### config.mk
export PLATFORM = sky130hd
export DESIGN_NAME = uart_tx_serializer
export DESIGN_NICKNAME = d
export VERILOG_FILES = /design/src/rtl/uart_tx_serializer.sv
export SDC_FILE = /design/constraint.sdc
export NUM_CORES = 1
export LEC_CHECK = 0
export BUFFER_PORTS_ARGS = -buffer_cell sky130_fd_sc_hd__buf_2
export CAP_MARGIN = 5
export CORE_MARGIN = 2
export CORE_UTILIZATION = 25
export DETAILED_ROUTE_END_ITERATION = 8
export PLACE_DENSITY = 0.5
export SLEW_MARGIN = 20
export SYNTH_ARGS = -nofsm -noshare
export SYNTH_HDL_FRONTEND = slang
export SYNTH_SLANG_ARGS = --single-unit
### constraint.sdc
create_clock -name Clock -period 3.45 [get_ports Clock]
set_input_delay 0.69 -clock Clock [delete_from_list [all_inputs] [get_ports Clock]]
set_output_delay 0.69 -clock Clock [all_outputs]
set_load 0.1 [all_outputs]
### src/rtl/uart_tx_serializer.sv
// uart_tx_serializer: pulls characters from a standard-read-mode TX FIFO and sends them as
// asynchronous serial frames (start, LSB-first data, optional parity, 1 or 2 stop bits).
module uart_tx_serializer #(
    parameter int unsigned DATA_WIDTH   = 8,
    parameter int unsigned CLKS_PER_BIT = 434,
    parameter string       PARITY       = "none",
    parameter int unsigned STOP_BITS    = 1
) (
    input  logic                  Clock,
    input  logic                  Reset,
    input  logic [DATA_WIDTH-1:0] Data,
    input  logic                  Empty,
    input  logic                  Enable,
    output logic                  RdEn,
    output logic                  TxD,
    output logic                  Busy
);

    typedef enum logic [2:0] {
        StIdle,
        StFetch,
        StLoad,
        StStart,
        StData,
        StParity,
        StStop
    } state_e;

    localparam int unsigned CntW = (CLKS_PER_BIT > 1) ? $clog2(CLKS_PER_BIT) : 1;
    localparam int unsigned IdxW = 3;

    localparam logic [CntW-1:0] CntMax   = CntW'(CLKS_PER_BIT - 1);
    localparam logic [CntW-1:0] CntOne   = CntW'(1);
    localparam logic [IdxW-1:0] IdxOne   = IdxW'(1);
    localparam logic [IdxW-1:0] LastBit  = IdxW'(DATA_WIDTH - 1);
    localparam logic [IdxW-1:0] LastStop = IdxW'(STOP_BITS - 1);

    localparam bit HasParity = (PARITY != "none");
    localparam bit OddParity = (PARITY == "odd");

    // Reject out-of-range configurations while elaborating.
    if (DATA_WIDTH < 5 || DATA_WIDTH > 8) begin : g_bad_width
        $error("uart_tx_serializer: DATA_WIDTH must be in 5..8");
    end
    if (CLKS_PER_BIT < 2) begin : g_bad_cpb
        $error("uart_tx_serializer: CLKS_PER_BIT must be >= 2");
    end
    if (PARITY != "none" && PARITY != "even" && PARITY != "odd") begin : g_bad_parity
        $error("uart_tx_serializer: PARITY must be \"none\", \"even\" or \"odd\"");
    end
    if (STOP_BITS != 1 && STOP_BITS != 2) begin : g_bad_stop
        $error("uart_tx_serializer: STOP_BITS must be 1 or 2");
    end

    state_e                  state_q;
    logic                    rd_en_q;
    logic                    txd_q;
    logic [CntW-1:0]         cnt_q;     // cycles left in the current bit period
    logic [IdxW-1:0]         idx_q;     // data bit index, reused as stop bit index
    logic [DATA_WIDTH-1:0]   shift_q;
    logic                    parity_q;

    // Frame sequencer; every output bit is a flop so TxD never sees a combinational path.
    always_ff @(posedge Clock) begin
        if (Reset) begin
            state_q  <= StIdle;
            rd_en_q  <= 1'b0;
            txd_q    <= 1'b1;
            cnt_q    <= '0;
            idx_q    <= '0;
            shift_q  <= '0;
            parity_q <= 1'b0;
        end else begin
            rd_en_q <= 1'b0;
            unique case (state_q)
                StIdle: begin
                    txd_q <= 1'b1;
                    // Enable only gates frame starts; Empty is only looked at here.
                    if (!Empty && Enable) begin
                        state_q <= StFetch;
                        rd_en_q <= 1'b1;
                    end
                end
                StFetch: begin
                    // Read data shows up one cycle after the strobe.
                    state_q <= StLoad;
                end
                StLoad: begin
                    shift_q  <= Data;
                    parity_q <= (^Data) ^ OddParity;
                    txd_q    <= 1'b0;
                    cnt_q    <= CntMax;
                    idx_q    <= '0;
                    state_q  <= StStart;
                end
                StStart: begin
                    if (cnt_q == '0) begin
                        cnt_q   <= CntMax;
                        txd_q   <= shift_q[0];
                        state_q <= StData;
                    end else begin
                        cnt_q <= cnt_q - CntOne;
                    end
                end
                StData: begin
                    if (cnt_q == '0) begin
                        cnt_q <= CntMax;
                        if (idx_q == LastBit) begin
                            idx_q <= '0;
                            if (HasParity) begin
                                txd_q   <= parity_q;
                                state_q <= StParity;
                            end else begin
                                txd_q   <= 1'b1;
                                state_q <= StStop;
                            end
                        end else begin
                            idx_q   <= idx_q + IdxOne;
                            shift_q <= shift_q >> 1;
                            txd_q   <= shift_q[1];
                        end
                    end else begin
                        cnt_q <= cnt_q - CntOne;
                    end
                end
                StParity: begin
                    if (cnt_q == '0) begin
                        cnt_q   <= CntMax;
                        txd_q   <= 1'b1;
                        state_q <= StStop;
                    end else begin
                        cnt_q <= cnt_q - CntOne;
                    end
                end
                StStop: begin
                    if (cnt_q == '0) begin
                        if (idx_q == LastStop) begin
                            idx_q   <= '0;
                            state_q <= StIdle;
                        end else begin
                            idx_q <= idx_q + IdxOne;
                            cnt_q <= CntMax;
                        end
                    end else begin
                        cnt_q <= cnt_q - CntOne;
                    end
                end
                default: begin
                    txd_q   <= 1'b1;
                    state_q <= StIdle;
                end
            endcase
        end
    end

    // Outputs come straight from state flops.
    always_comb begin
        RdEn = rd_en_q;
        TxD  = txd_q;
        Busy = (state_q != StIdle);
    end

endmodule

==> results of run 1 <==
[flip-flops by register name (all words and copies together) (netlist names)]
name,count
idx_q,3
cnt_q,9
RdEn,1
shift_q,8
TxD,1
state_q,3
[power by group through the flow]
| stage | Sequential, W | Combinational [W] | Clock, W |
|---|---|---|---|
| 3_3_place_gp | 0.000344 | 0.000180 | 0 |
| 5_1_grt | 0.000341 | 0.000201 | 0.000197 |
| 6_report | 0.000337 | 0.000180 | 0.000176 |
| 3_5_place_dp | 0.000343 | 0.000181 | 0 |
| 4_1_cts | 0.000337 | 0.000182 | 0.000185 |
| 2_1_floorplan | 0.000338 | 0.000148 | 0 |
[logic make-up after synthesis]
logic type,synth area share [%]
buffers and inverters,6.582
adders and majority gates,3.376
and+or+nand+nor,23.80
muxes,5.401
AOI/OAI and AO/OA,27.09
DFF,33.76
[synthesized netlist by cell type (2+ instances only)]
cell	instances	area [um2]
a31oi_1	2	12.51
nand4_1	4	25.02
dfxtp_1	25	500.5
nor2_1	7	26.28
nor3b_1	3	22.52
a211oi_1	5	37.54
nand2b_1	4	25.02
o21ai_1	2	10.01
o21ai_0	19	95.09
a21oi_1	23	115.1
nand3_1	3	15.01
nor4_1	4	25.02
nand2_1	4	15.01
o21a_1	3	22.52
buf_2	3	15.01
inv_1	8	30.03
clkbuf_1	10	37.54
and3b_1	2	17.52
mux2i_1	8	80.08
or4_1	3	22.52
nor2b_1	2	12.51
ha_1	4	50.05
or3_1	8	50.05
[area by class of cell]
type,instances,area share [%]
Multi-Input combinational cell,129,53.97
Sequential cell,25,30.53
Tap cell,75,5.725
Timing Repair Buffer,16,5.191
Clock buffer,4,2.748
Inverter,8,1.832
[worst min-delay path, stage by stage (launching register included)]
cell     delay (ns)
dfxtp_1        0.31
o21ai_0        0.06
a21oi_1        0.06
[worst max path at each step]
stage          cells after the start  slack [ns]                      end
4_1_cts                            3        0.98                     Busy
2_1_floorplan                      4        1.24                     Busy
6_report                           3        0.99                     Busy
3_5_place_dp                       6        1.28  state_q[1]$_SDFFE_PP0P_
3_3_place_gp                       3        1.32                     Busy
5_1_grt                            3        0.83                     Busy
[per-layer routing]
layer	up-vias	global-route usage (%)
met5	-	0
met4	0	2.034
met3	2	3.000
met2	15	18.35
met1	607	13.84
li1	671	-
[through the flow]
| step | setup WS (ns) | hold slack [ns] |
|---|---|---|
| floorplan | 1.244 | 0.4492 |
| global placement | 1.316 | 0.4640 |
| detailed placement | 1.276 | 0.4707 |
| CTS | 0.9830 | 0.4838 |
| global route | 0.8298 | 0.4977 |
| finish | 0.9865 | 0.4785 |
==> reports/qor.txt, run 1 <==
status = completed
remaining antenna violation count = 0
library cells used by synthesis = 44
cells after synthesis = 177
Top delay family on crit path = flip-flops
Non-Filler Instances = 257
RSZ-0062 raised after global routing = false
Post-Route M1 WL = 1675 um
antenna violations before repair = 0
DR pass1 iterations = 4
Die Y = 81.01 um
P per Cell Area = 423.0 nW/um2
initial DRC count = 46
GR Overflow Total = 0
skew final = 0.004437 ns
layout cells sized above 1 = 15.38%
synth warn = 0
Most used DFF post-synth = dfxtp_1
Reg area = 500.5 um2
synthesized area = 1483 um2
Avg Cell Area, Syn = 8.377 um2
# diodes = 0
Resize count post-CTS = 0
P_sw = 0.0002368 W
total track usage = 10.84%
CORE AREA = 5816 um2
dpl cell area = 1594 um2
# DRC = 0
Port Buffers = 14
Gate power share = 26.0%
CTS Root Cell = clkbuf_8
DR WL met2 = 1483 um
first-pass GRT wire length = 5671 um
Post-CTS Setup Bufs = 0
Longest Clk Path Bufs = 2
vias in the first global route = 1229
Worst Setup End Kind = output pin
Cell Chain, Critical Path = nor2_1 -> nand2_1 -> buf_2
total die area = 6563 um2
GP Congestion = 0.7196
asr flop ratio synth = 0%
Detailed Place HPWL = 2241 um
HP Class = flip-flop to flip-flop
Max Used Layer = met4
Inst Count DP = 253
Critical Path RT = 2.76 ns
CTS Buf Count = 3
worst path buffer plus inverter count = 1
fin nets = 199
CP max-delay cell = dfxtp_1
R2R cell count = 6
Initial Utilization = 25.49%
CP Launch Point = state_q[2]$_SDFFE_PP0P_
Layout area overhead = 10.55%
VDD IR max = 187.6 uV
Int Pwr = 0.0004566 W
total clock sinks = 25
design area = 1639 um2
CP peak stage delay = 0.72 ns
minimum clock period = 2.463 ns
commonest cells after routing, fill and taps aside = dfxtp_1 (25), a21oi_1 (23), o21ai_0 (19)
Tightest Pin Transition = 0.6602 ns
clock power share = 25.4%
Hold Crit Endpoint = shift_q[2]$_SDFFE_PP0P_
final wirelength = 3296 um
largest net degree at the start of global routing = 28
Reg2Reg Setup Slack = 1.23 ns
worst reg2reg endpoint = state_q[1]$_SDFFE_PP0P_
CP Launch Type = flip-flop
f_max = 405.9 MHz
via/cell ratio = 5.039
Final Max Tran Viols = 0
WS Path Type = flip-flop to output pin
Sum Neg Setup Slack = 0 ns
vias = 1295
max cap viols = 0
Skew-Pair Late Insertion Delay = 0.27 ns
area occupied by multi-input gates = 884.6 um2
Arr. time, crit path = 1.77 ns
H-tree Lvls = 1
HP Start = shift_q[2]$_SDFFE_PP0P_
worst-path fanout max = 20
Reg clk slew, reported paths = 0.09 ns
WL met3 = 110 um
sequential power share = 48.6%
post-synthesis sequential area ratio = 33.76%
Slew HR = 55.95%
final hold vios = 0
Total Power = 0.0006934 W
synthesized flop and latch total = 25
CTS tree = built
IO Pins = 15
switching share of power = 34.16%
WHS Path Cells = 2
Rows = 28
reg-to-reg critical path startpoint = cnt_q[0]$_SDFFE_PP0P_
Synthesized Nets = 193
Filler cells = 646
die width = 81.01 um
routed len/inst = 12.82 um
Post-synth EDFFs = 0
Final Util = 28.18%
Pleak = 0.5707 nW
setup violators final = 0
Tcrit/Tclk final = 71.41%
cts hold-fix bufs = 0
commonest non-fill, non-tap cell in the layout = dfxtp_1
(Power assumes the default switching activity.)
==> run 2: changes to the inputs <==
--- a/config.mk
+++ b/config.mk
@@ -10,7 +10,7 @@
 export CORE_MARGIN = 2
 export CORE_UTILIZATION = 25
 export DETAILED_ROUTE_END_ITERATION = 8
-export PLACE_DENSITY = 0.5
+export PLACE_DENSITY = 0.52
 export SLEW_MARGIN = 20
 export SYNTH_ARGS = -nofsm -noshare
 export SYNTH_HDL_FRONTEND = slang
==> constraint.sdc (replaced) <==
create_clock -name Clock -period 2.1 [get_ports Clock]
set_input_delay 0.42 -clock Clock [delete_from_list [all_inputs] [get_ports Clock]]
set_output_delay 0.42 -clock Clock [all_outputs]
set_load 0.1 [all_outputs]
==> run 2 against run 1 <==
  * Non-clock buffer count rose by 6
  * Global-route usage fell by 0.17 points
  * Worst setup slack got worse by 0.86 ns
  * Design area rose by 3.7%
  * Clock power rose by 68%
  * Clock skew barely moved
  * First-iteration DRC count rose by 46%
  * Clock-buffer cell count fell by 1
  * Utilization rose by 1.1 points
  * Sequential share of layout area fell by 1.1 points
  * Die area did not move
  * Sequential cell count did not move
  * Critical endpoint is now cnt_q[7]$_SDFFE_PP0P_
  * Largest cell class unchanged
  * Largest power group unchanged
==> reports/qor.txt, run 2 (synthesis results as in run 1) <==
Worst Setup End Kind = flip-flop
initial DRC count = 67 (+46%)
layout cells sized above 1 = 18.62% (+3.2 points)
Top delay family on crit path = simple AND/OR/NAND/NOR gates
CP Depth = 7 (+4)
total die area = 6563 um2 (unchanged)
Regs by FF count = cnt_q (9), shift_q (8)
Max Used Layer = met4
# diodes = 0 (unchanged)
vias in the first global route = 1168 (-5.0%)
Initial Utilization = 25.49% (unchanged)
CTS tree = built
Layout area overhead = 14.68%
total track usage = 10.67% (-0.17 points)
Critical Path RT = 2.28 ns (-0.48 ns)
antenna violations before repair = 0 (unchanged)
minimum clock period = 1.971 ns
# DRC = 0 (unchanged)
Tcrit/Tclk final = 93.84%
final wirelength = 3329 um (+1.0%)
routed len/inst = 12.66 um (-1.3%)
DR WL met2 = 1457 um (-1.8%)
Longest Clk Path Bufs = 2 (unchanged)
Sum Neg Setup Slack = 0 ns (unchanged)
IO Pins = 15 (unchanged)
Largest Register = cnt_q
Cell Chain, Critical Path = inv_1 -> ha_1 -> nor4b_4 -> a2bb2oi_2 -> buf_4 -> and3_1 -> nor4_1
f_max = 507.4 MHz
Port Buffers = 14 (unchanged)
R2R cell count = 7 (+1)
WS Path Type = flip-flop to flip-flop
Final Max Tran Viols = 0 (unchanged)
CORE AREA = 5816 um2 (unchanged)
Filler cells = 637 (-1.4%)
CTS Root Cell = clkbuf_8
vias = 1292 (-0.23%)
skew final = 0.004261 ns (-0.0001763 ns)
H-tree Lvls = 1 (unchanged)
Pleak = 0.6070 nW (+6.4%)
Skew-Pair Late Insertion Delay = 0.27 ns (about the same)
max cap viols = 0 (unchanged)
max reg flops = 9 (unchanged)
pre-CTS setup slack = 0.1663 ns (-1.110 ns)
RSZ-0062 raised after global routing = false
WHS Path Cells = 2 (unchanged)
GR Overflow Total = 0 (unchanged)
via/cell ratio = 4.913 (-2.5%)
commonest cells after routing, fill and taps aside = dfxtp_1 (25), a21oi_1 (23), o21ai_0 (19)
fin nets = 205 (+3.0%)
WL met3 = 96 um (-13%)
P per Cell Area = 696.0 nW/um2 (+65%)
CTS Buf Count = 3 (unchanged)
die width = 81.01 um (unchanged)
Post-Route M1 WL = 1747 um (+4.3%)
Rows = 28 (unchanged)
cts hold-fix bufs = 0 (unchanged)
Arr. time, crit path = 2.15 ns (+0.38 ns)
Slew HR = 62.33% (+6.4 points)
commonest non-fill, non-tap cell in the layout = dfxtp_1
GP Congestion = 0.7387 (+2.7%)
DR pass1 iterations = 4 (unchanged)
Detailed Place HPWL = 2237 um (-0.20%)
remaining antenna violation count = 0 (unchanged)
Post-CTS Setup Bufs = 0 (unchanged)
final worst slack = 0.1293 ns (-0.8572 ns)
Tightest Pin Transition = 0.5608 ns (-0.09937 ns)
total clock sinks = 25 (unchanged)
CP peak stage delay = 0.44 ns (-0.28 ns)
final hold vios = 0 (unchanged)
status = completed
CP max-delay cell = nor4b_4
VDD IR max = 276.3 uV (+47%)
worst path buffer plus inverter count = 2 (+1)
setup violators final = 0 (unchanged)
CP Launch Type = flip-flop
HP Class = primary input to flip-flop
first-pass GRT wire length = 5651 um (-0.35%)
worst-path fanout max = 11 (-45%)
Resize count post-CTS = 0 (unchanged)
largest net degree at the start of global routing = 29 (+3.6%)
Reg clk slew, reported paths = 0.09 ns (about the same)
Die Y = 81.01 um (unchanged)
==> run 2: path summary, 6_finish.rpt <==
kind	start	endpoint	slack, ns
max	cnt_q[0]$_SDFFE_PP0P_	cnt_q[7]$_SDFFE_PP0P_	0.13
min	Empty	RdEn$_SDFF_PP0_	0.32
max reg2reg	cnt_q[0]$_SDFFE_PP0P_	cnt_q[7]$_SDFFE_PP0P_	0.13
min reg2reg	shift_q[4]$_SDFFE_PP0P_	shift_q[4]$_SDFFE_PP0P_	0.48
==> run 2: where the power goes <==
part / internal (W) / switching (W)
clock network: 0.000133 / 0.000162
logic: 0.000139 / 0.000201
registers: 0.000506 / 0.0000422
total: 0.000777 / 0.000406
==> run 2: layer usage <==
layer | GRT usage, % | vias up
met2 | 16.36 | 13
met4 | 3.051 | 0
met3 | 2.222 | 2
met5 | 0 | -
li1 | - | 681
met1 | 15.04 | 596
==> run 2: area by class of cell <==
cell class              count  area, um2  share of cell area [%]
well taps                  75      93.84                   5.519
clock buffers               3      41.29                   2.428
clock inverters             1      5.005                  0.2943
multi-input cells         129      884.6                   52.02
repair buffers             22      145.1                   8.536
flip-flops and latches     25      500.5                   29.43
inverters                   8      30.03                   1.766
==> run 2: per-stage QoR <==
step | area (um2) | hold slack, ns | total power, W | std cells | utilization, %
2_1_floorplan | 1483 | 0.4492 | 0.0007994 | 177 | -
3_3_place_gp | 1654 | 0.4656 | 0.0008966 | 259 | 28.44
3_5_place_dp | 1654 | 0.4668 | 0.0008984 | 259 | 28.44
4_1_cts | 1700 | 0.3125 | 0.001196 | 263 | 29.24
5_1_grt | 1700 | 0.3121 | 0.001245 | 263 | 29.24
6_report | 1700 | 0.3152 | 0.001183 | 263 | 29.24
==> run 2: worst reg2reg max path, cell delays in order, from the launching register on <==
cell	delay [ns]
dfxtp_1	0.36
inv_1	0.07
ha_1	0.21
nor4b_4	0.44
a2bb2oi_2	0.17
buf_4	0.22
and3_1	0.17
nor4_1	0.24
==> run 3: changes to the inputs <==
--- a/config.mk
+++ b/config.mk
@@ -7,10 +7,11 @@
 export LEC_CHECK = 0
 export BUFFER_PORTS_ARGS = -buffer_cell sky130_fd_sc_hd__buf_2
 export CAP_MARGIN = 5
+export CORE_ASPECT_RATIO = 2
 export CORE_MARGIN = 2
-export CORE_UTILIZATION = 25
+export CORE_UTILIZATION = 35
 export DETAILED_ROUTE_END_ITERATION = 8
-export PLACE_DENSITY = 0.52
+export PLACE_DENSITY = 0.64
 export SLEW_MARGIN = 20
 export SYNTH_ARGS = -nofsm -noshare
 export SYNTH_HDL_FRONTEND = slang
==> run 3 against run 2 <==
  * Sequential share of layout area about the same
  * Critical path depth is 3 lower
  * Worst hold slack worse by 0.0077 ns
  * Clock power hardly changed
  * Non-clock buffer count increased by 4
  * Register-to-register slack improved by 0.05 ns
  * Final cell count shrank 7.2%
  * Via count grew 6.7%
  * Wire length rose by 4.5%
  * Worst setup slack gained 0.026 ns
  * Global-route usage up 5.0 points
  * Design area about the same
==> reports/qor.txt, run 3 (synthesis results as in run 1) <==
WS Path Type = flip-flop to output pin
Longest Clk Path Bufs = 2 (unchanged)
commonest non-fill, non-tap cell in the layout = dfxtp_1
status = completed
VDD IR max = 488.4 uV (+77%)
Port Buffers = 14 (unchanged)
Reg area = 500.5 um2 (unchanged)
Rows = 33 (+18%)
minimum clock period = 1.945 ns (-0.02567 ns)
final wirelength = 3479 um (+4.5%)
Slew HR = 60.84% (-1.5 points)
total die area = 4804 um2 (-27%)
cts hold-fix bufs = 0 (unchanged)
Detailed Place HPWL = 2624 um (+17%)
GP Congestion = 0.8210 (+11%)
antenna violations before repair = 0 (unchanged)
setup violators final = 0 (unchanged)
first-pass GRT wire length = 5782 um (+2.3%)
Pleak = 0.6276 nW (+3.4%)
commonest cells after routing, fill and taps aside = dfxtp_1 (25), a21oi_1 (23), o21ai_0 (19)
CP Launch Type = flip-flop
Skew-Pair Late Insertion Delay = 0.28 ns (about the same)
Tightest Pin Transition = 0.5820 ns (+0.02123 ns)
design area = 1702 um2 (about the same)
Post-CTS Setup Bufs = 0 (unchanged)
CTS tree = built
max cap viols = 0 (unchanged)
H-tree Lvls = 1 (unchanged)
DR pass1 iterations = 4 (unchanged)
dpl cell area = 1640 um2 (-0.83%)
total track usage = 15.67% (+5.0 points)
CP peak stage delay = 0.41 ns (-0.03 ns)
vias = 1378 (+6.7%)
Cell Chain, Critical Path = buf_4 -> nor2_1 -> nand2_1 -> buf_12
area occupied by multi-input gates = 884.6 um2 (unchanged)
RSZ-0062 raised after global routing = false
final worst slack = 0.1550 ns (+0.02567 ns)
Worst Setup End Kind = output pin
largest net degree at the start of global routing = 28 (-3.4%)
Critical Path RT = 1.68 ns (-0.60 ns)
# diodes = 0 (unchanged)
routed len/inst = 14.26 um (+13%)
reg-to-reg critical path startpoint = cnt_q[0]$_SDFFE_PP0P_
IO Pins = 15 (unchanged)
remaining antenna violation count = 0 (unchanged)
Sum Neg Setup Slack = 0 ns (unchanged)
worst path buffer plus inverter count = 2 (unchanged)
CORE AREA = 4088 um2 (-30%)
Layout area overhead = 14.77% (about the same)
Initial Utilization = 36.27% (+11 points)
CTS Root Cell = clkbuf_8
max reg flops = 9 (unchanged)
die width = 50.02 um (-38%)
via/cell ratio = 5.648 (+15%)
Top delay family on crit path = simple AND/OR/NAND/NOR gates
P per Cell Area = 710.7 nW/um2 (+2.1%)
CTS Buf Count = 3 (unchanged)
pre-CTS setup slack = 0.1626 ns (-0.003713 ns)
initial DRC count = 24 (-64%)
layout cells sized above 1 = 20.31% (+1.7 points)
total clock sinks = 25 (unchanged)
# DRC = 0 (unchanged)
Resize count post-CTS = 0 (unchanged)
Filler cells = 419 (-34%)
Reg clk slew, reported paths = 0.09 ns (about the same)
GR Overflow Total = 0 (unchanged)
Largest Register = cnt_q
Tcrit/Tclk final = 92.62% (-1.2 points)
CP Launch Point = state_q[2]$_SDFFE_PP0P_
Arr. time, crit path = 1.53 ns (-0.62 ns)
Die Y = 96.05 um (+19%)
Regs by FF count = cnt_q (9), shift_q (8)
CP max-delay cell = dfxtp_1
final hold vios = 0 (unchanged)
skew final = 0.002618 ns (-0.001643 ns)
Final Max Tran Viols = 0 (unchanged)
vias in the first global route = 1348 (+15%)
worst-path fanout max = 11 (unchanged)
HP Class = primary input to flip-flop
f_max = 514.1 MHz (+1.3%)
Hold Worst Slack = 0.3075 ns (-0.007708 ns)
fin nets = 209 (+2.0%)
HP Start = Empty
==> run 3: cell count changes in the layout (fill, tap and decap cells not counted) <==
cell,before,now
buf_4,8,12
==> run 3: stage by stage <==
step | std cells | power, W | utilization, %
3_3_place_gp | 238 | 0.0009026 | 40.13
4_1_cts | 242 | 0.001204 | 41.26
6_report | 244 | 0.001209 | 41.63
2_1_floorplan | 177 | 0.0007994 | -
3_5_place_dp | 238 | 0.0009062 | 40.13
5_1_grt | 244 | 0.001271 | 41.63
==> run 3: where the power goes <==
group / switching (W) / total, W / internal, W
Clock: 0.000165 / 0.000298 / 0.000133
Combinational: 0.000209 / 0.000365 / 0.000156
Sequential: 0.0000411 / 0.000547 / 0.000506
Total: 0.000415 / 0.00121 / 0.000794
==> run 3: cell type report <==
| cell class | count | share of cell area, % |
|---|---|---|
| Clock inverter | 1 | 0.2941 |
| Inverter | 8 | 1.765 |
| Multi-Input combinational cell | 129 | 51.99 |
| Sequential cell | 25 | 29.41 |
| Tap cell | 52 | 3.824 |
| Timing Repair Buffer | 26 | 10.29 |
| Clock buffer | 3 | 2.426 |
==> run 3: worst paths after layout <==
kind | depth (start not counted) | end | slack [ns]
max | 4 | Busy | 0.15
min | 2 | RdEn$_SDFF_PP0_ | 0.31
max reg2reg | 7 | cnt_q[8]$_SDFFE_PP0P_ | 0.18
min reg2reg | 2 | shift_q[4]$_SDFFE_PP0P_ | 0.48
==> run 3: per-layer routing <==
metal	global-route usage, %	vias to the layer above	part of all wire, %
met3	1.398	10	1.2
met5	0	-	0
met1	13.71	662	38
li1	-	691	-
met2	31.91	15	57
met4	10.42	0	4.4
